`src/rtl/soc_system_pesos_stream.sv`:
```
// soc_system_pesos_stream: dual-port word RAM with Avalon-MM slave and skid-buffered stream reader; define SOC_PESOS_FREEZE_EN to let freeze block writes and stream starts
module soc_system_pesos_stream #(
  parameter int    DATA_W    = 32,
  parameter int    ADDR_W    = 6,
  parameter string INIT_FILE = "kdata.hex"
) (
  input  logic                clk,
  input  logic                reset_n,
  input  logic [ADDR_W-1:0]   address,
  input  logic                chipselect,
  input  logic                read,
  input  logic                write,
  input  logic [DATA_W/8-1:0] byteenable,
  input  logic [DATA_W-1:0]   writedata,
  output logic [DATA_W-1:0]   readdata,
  output logic                readdatavalid,
  input  logic                freeze,
  input  logic                st_start,
  input  logic [ADDR_W-1:0]   st_base,
  input  logic [ADDR_W:0]     st_count,
  output logic                st_valid,
  output logic [DATA_W-1:0]   st_data,
  output logic                st_last,
  input  logic                st_ready,
  output logic                st_busy,
  output logic                st_done
);
  localparam int DEPTH = 2**ADDR_W;
  localparam int BE_W  = DATA_W/8;
  typedef enum logic [1:0] {IDLE, RUN, DRAIN} state_t;
  state_t state, state_d;
  logic [DATA_W-1:0] mem [DEPTH];
  logic [ADDR_W-1:0] addr_b;
  logic [ADDR_W:0]   rem;
  logic [DATA_W-1:0] fd [2];
  logic [1:0]        fl;
  logic              wp, rp;
  logic [1:0]        cnt;
  logic              frz, start_ok, issue, pop, done_d, last_issue, rd_a;

`ifdef SOC_PESOS_FREEZE_EN
  assign frz = freeze;
`else
  logic unused_freeze;
  assign unused_freeze = freeze;
  assign frz = 1'b0;
`endif

  assign rd_a       = chipselect && read && !write;
  assign start_ok   = st_start && state == IDLE && !frz;
  assign last_issue = rem == {{ADDR_W{1'b0}}, 1'b1};
  assign st_valid   = cnt != 2'd0;
  assign st_data    = fd[rp];
  assign st_last    = st_valid && fl[rp];
  assign st_busy    = state != IDLE;
  assign pop        = st_valid && st_ready;

  // Reads land straight in the skid buffer, so issuing only needs a free slot
  always_comb begin
    issue   = state == RUN && cnt != 2'd2;
    done_d  = (start_ok && st_count == '0) || (state == DRAIN && pop && st_last);
    state_d = (start_ok && st_count != '0) ? RUN :
              (issue && last_issue)        ? DRAIN :
              (state == DRAIN && pop && st_last) ? IDLE : state;
  end

  always_ff @(posedge clk) begin
    if (chipselect && write && !frz)
      for (int i = 0; i < BE_W; i++)
        if (byteenable[i]) mem[address][8*i +: 8] <= writedata[8*i +: 8];
  end

  always_ff @(posedge clk) begin
    if (!reset_n) begin
      readdata      <= '0;
      readdatavalid <= 1'b0;
    end else begin
      readdatavalid <= rd_a;
      if (rd_a) readdata <= mem[address];
    end
  end

  always_ff @(posedge clk) begin
    if (!reset_n) begin
      state   <= IDLE;
      st_done <= 1'b0;
      addr_b  <= '0;
      rem     <= '0;
    end else begin
      state   <= state_d;
      st_done <= done_d;
      if (start_ok) begin
        addr_b <= st_base;
        rem    <= st_count;
      end else if (issue) begin
        addr_b <= addr_b + ADDR_W'(1);
        rem    <= rem - {{ADDR_W{1'b0}}, 1'b1};
      end
    end
  end

  always_ff @(posedge clk) begin
    if (!reset_n) begin
      fd  <= '{default: '0};
      fl  <= '0;
      wp  <= 1'b0;
      rp  <= 1'b0;
      cnt <= '0;
    end else begin
      if (issue) begin
        fd[wp] <= mem[addr_b];
        fl[wp] <= last_issue;
        wp     <= !wp;
      end
      if (pop) rp <= !rp;
      cnt <= cnt + {1'b0, issue} - {1'b0, pop};
    end
  end
endmodule

```
`config.mk`:
```
export PLATFORM = sky130hd
export DESIGN_NAME = soc_system_pesos_stream
export DESIGN_NICKNAME = d
export VERILOG_FILES = /design/src/rtl/soc_system_pesos_stream.sv
export SDC_FILE = /design/constraint.sdc
export NUM_CORES = 2
export LEC_CHECK = 0
export CORE_MARGIN = 5
export CORE_UTILIZATION = 60
export DETAILED_ROUTE_END_ITERATION = 10
export MAX_ROUTING_LAYER = met4
export PLACE_DENSITY = 0.77
export SETUP_SLACK_MARGIN = 0.05
export SLEW_MARGIN = 20
export SYNTH_ARGS = -nofsm -noshare
export SYNTH_HDL_FRONTEND = slang
export SYNTH_SLANG_ARGS = --single-unit
```
`constraint.sdc`:
```
create_clock -name clk -period 3.05 [get_ports clk]
set_input_delay 0.61 -clock clk [delete_from_list [all_inputs] [get_ports clk]]
set_output_delay 0.61 -clock clk [all_outputs]
set_load 0.02 [all_outputs]
```
Word-level counts from Yosys, hierarchy flattened
Memories as Yosys holds them, arrays and structs flattened. A register that Yosys moved wholly into a read port is not among the register bits. Index checks and enable logic that the tools add are counted.

Input port bits: 63. Word-level logic and storage cells: 90. Output and inout port bits: 69. Memories kept: 1. RAM bits: 2048. Register bits: 87.

Eq/ne operators: 4. Order comparisons: 6. Muxes and demuxes: 32. Add/sub/neg operators: 4. Bitwise gates (word level): 3. Reductions and logical operators: 28.

Memory list: mem (words 64, bits a word 32, read ports 2, clocked after Yosys merged registers in 2, wr ports 1, RTL line 32) `logic [DATA_W-1:0] mem [DEPTH];`.

Operators by type and width (number): $mux 32 (4); $bwmux 64 (1); $demux 32 s1 (1); $mux 6 (4); $mux 1 (16); $logic_and 1x1->1 (14); $mux 7 (2); $reduce_bool 2->1 (4); $eq 7x1->1 const B (1); $logic_not 7->1 (1); $reduce_bool 7->1 (1); $sub 7x1->7 const B (1); $add 6x1->6 const B (1); $ge 2x2->1 const B (2); $logic_not 1->1 (4); $lt 1x2->1 const B (2); $mux 2 (2); $not 1->2 (2); $reduce_bool 3->1 (1); $add 2x1->2 (1); $bwmux 2 (1); $eq 2x1->1 const B (1); $eq 2x2->1 const B (1); $logic_not 2->1 (1); other kinds (8) (8).

Depth between registers and ports, before layout
Depth in word-level cells: 7. Depth in mapped cells: 12. Gate-level depth less buffers: 7.

Least setup slack after synthesis
No wires, ideal clock.

Kind: input port to flip-flop. From: input address[4]. To: memory mem[59][0], enable pin. Arrival: 2.394 ns. Stages: 6. Data required time: 2.667 ns. Path buffers: 3. Setup time: 0.383 ns. Slack: 0.272 ns. Cells stage by stage: clkbuf_1 and3_1 clkbuf_1 clkbuf_1 nand2_1 nor3_1.

RTL lines: start: declaration (RTL line 9) `input logic [ADDR_W-1:0] address,`; end: declaration (RTL line 32).

No word-level cell before the write port.

==> metrics.txt <==
dpl cells 8844; average size of a mapped cell 16.5 µm²; Crit path largest cell delay 0.61 ns; Final Setup Violations 2; Syn Inst Count 6048; CP max stage cell dfxtp_4; Yosys cell types 71; post-synthesis instance area 100000 µm²; max_slew headroom 31.0%; Final HPWL DP 262000 µm; Rows 149; ANT nets after route 0; RSZ-0062 raised after global routing yes; first-pass GRT wire length 531000 µm; flop2flop setup slack -0.03 ns; hold_ws 0.0990 ns; CP arrival 3.86 ns; vias in the first global route 70000; Starting Density 60.5%; fin crit share 101%; Tmin final 3.08 ns; CP Class flip-flop to flip-flop; H-tree lvl count 4; CTS tree built; Critical Path Sink Type flip-flop; Synth area leader edfxtp_1; Seq/Total Area, Yosys 64.0%; ratio of cells with drive above 1 in the final layout 31.2%; Slew @ Worst Pin 1.03 ns; status finished, violations left; Die Area 175000 µm²; maxcap violations 0; die height 418 µm; crit path capture fd[30]$_SDFFE_PN0P_; failing checks negative setup slack; core region area 165000 µm²; final worst slack -0.0250 ns; FFs w/ async S/R, synth 0%; Synth top area share 61.5%; routed wire length 383000 µm; CTS buffer count 216; DRC 0; Root Driver clkbuf_16; Post-Syn Nets 6115; fin util 71.6%; largest buffer count on any clock path 3; Post-layout nets 6946; number of synthesized flops with an enable pin 2048; reg2reg path depth 8; Routed WL per cell 41.2 µm; Worst-Skew Late Latency 0.89 ns; gr usage total 44.8%; Finished Layout Cells 9300; Post-synth top cells 2048 x edfxtp_1, 620 x mux4_2, 444 x mux2i_1, 423 x nor2_1, 269 x a221oi_1; final RePlAce weighted congestion 1.04; Synth area leaders edfxtp_1 61%, mux4_2 14%, mux2i_1 4.4%, dfxtp_1 2.5%, a221oi_1 2.4%; clk slew on worst S/H paths 0.06 ns; Yosys Warn Count 0; length of the first detailed-routing pass in iterations 9; clk sinks 2173; Peak VDD IR 0.745 mV; Initial DRC Count 14600; Ports 132; Crit path top cell by count buf_4; Peak Freq 325 MHz; Die W 418 µm; Cell Pwr Density 603 nW/µm²; Final Hold Fails 0; sequential cell area 64000 µm²; Req. time, crit path 3.83 ns; grt ovf 0; Crit Path Max Fanout 20; multi-input logic area 33800 µm²; Slew Viols, Final 0; LEAKAGE 39.4 nW; synthesis-to-layout area growth 18.4%; initial antenna violation count 35; CP Cell Sequence buf_4, and2_2, buf_4, a22oi_1, nand3_1, nand4_1, buf_4, a221o_1; Hold WC Path Type input pin to flip-flop; Vias 72200; worst clock skew 0.0413 ns; most frequent cell after synthesis edfxtp_1; Total Power 71.4 mW; dominant synthesized flop cell edfxtp_1; largest net degree at the start of global routing 65; Port Buffers 130; Seq cells post-synth 2173; Filler cells 10100; startpoint type of the worst setup path flip-flop; vias per cell 7.77; r2r endpoint fd[30]$_SDFFE_PN0P_
layout make-up:
type	instances	area share [%]
Multi-Input combinational cell	3339	28.5
Antenna cell	43	0.0908
Sequential cell	2173	54.0
Tap cell	2189	2.31
Clock buffer	296	5.16
Clock inverter	111	0.864
Inverter	7	0.0327
Timing Repair Buffer	1142	8.96
worst min-delay path by stage:
stage                       startpoint            endpoint  slack, ns  depth (start not counted)
detailed placement  fl[1]$_SDFFE_PN0P_  fl[1]$_SDFFE_PN0P_       0.45                          2
finish                         reset_n     rp$_SDFFE_PN0P_        0.1                          2
floorplan           fl[1]$_SDFFE_PN0P_  fl[1]$_SDFFE_PN0P_       0.42                          2
global route                   reset_n     wp$_SDFFE_PN0N_       0.10                          2
CTS                            reset_n     rp$_SDFFE_PN0P_       0.06                          2
global placement    fl[1]$_SDFFE_PN0P_  fl[1]$_SDFFE_PN0P_       0.44                          2
power breakdown:
| part | leakage (nW) | switching, mW | internal, mW |
|---|---|---|---|
| combinational | 16.5 | 6.88 | 4.47 |
| clock | 3.50 | 11.6 | 15.4 |
| sequential | 19.4 | 0.235 | 32.8 |
repair_timing:
action	4_1_cts	5_1_grt
hold buffers	0	0
resized for setup	22	7
pin swaps	0	1
setup endpoints to repair	42	22
setup buffers	4	1
stage by stage:
step	setup WS, ns	setup TNS, ns	area [µm²]
after detailed placement	-0.243	-18.60	111000
final	-0.0250	-0.0278	118000
after global routing	0.00946	0	118000
after CTS	0.0381	0	118000
after floorplan	0.272	0	100000
after global placement	-0.198	-10.80	111000
placed cells by master (no fill, tap or decap), drive strengths merged, types with 14 or more instances in the layout:
cell type and count:
a31oi 39, bufinv 17, a211oi 41, nand2 173
diode 43, a221oi 269, o22ai 95, a221o 73
and2 14, dfxtp 125, mux2 149, mux4 620
a21oi 119, clkbuf 296, a22oi 246, a22o 132
nor3 16, nor2b 26, clkinv 83, o22a 15
buf 1048, o221ai 29, edfxtp 2048, clkdlybuf4s50 71
dlygate4sd2 20, nand3 65, mux2i 444, o21ai 133
and3 43, nand4 27, nor2 424
flip-flops by register name, indices dropped and copies added (netlist names), named ones only:
name and flops:
readdata 32, fl 2, wp 1, addr_b 6, readdatavalid 1, state 2
st_done 1, cnt 2, rem 7, fd 64, rp 1, mem 2048
per-layer routing:
layer	routed length, µm	part of all wire, %	vias up	track usage, %
li1	-	-	27200	-
met1	120000	31	35600	55.1
met2	160000	42	7553	61.3
met3	66700	17	1863	17.1
met4	36200	9.5	0	31.3
met5	0	0	-	-
critical path: cells and delay by family (launching register included):
family	cells	cell delay, ns
AOI/OAI and AO/OA	2	0.48
DFF	1	0.61
and+or+nand+nor	3	0.76
buffers and inverters	3	1.10
logic make-up (layout without fill, tap and decap cells):
| group | count (synthesis) | in the layout | synth area share, % |
|---|---|---|---|
| other | 0 | 43 | 0 |
| flip-flops | 2173 | 2173 | 64.0 |
| XOR/XNOR | 4 | 4 | 0.0350 |
| AND/OR/NAND/NOR | 828 | 828 | 3.63 |
| buffers and inverters | 536 | 1556 | 2.49 |
| AO/OA/AOI/OAI | 1290 | 1290 | 9.74 |
| multiplexers | 1213 | 1213 | 20.1 |
| adder cells (fa/ha/maj) | 4 | 4 | 0.0500 |
No activity file was read; power rests on OpenSTA's default activity.
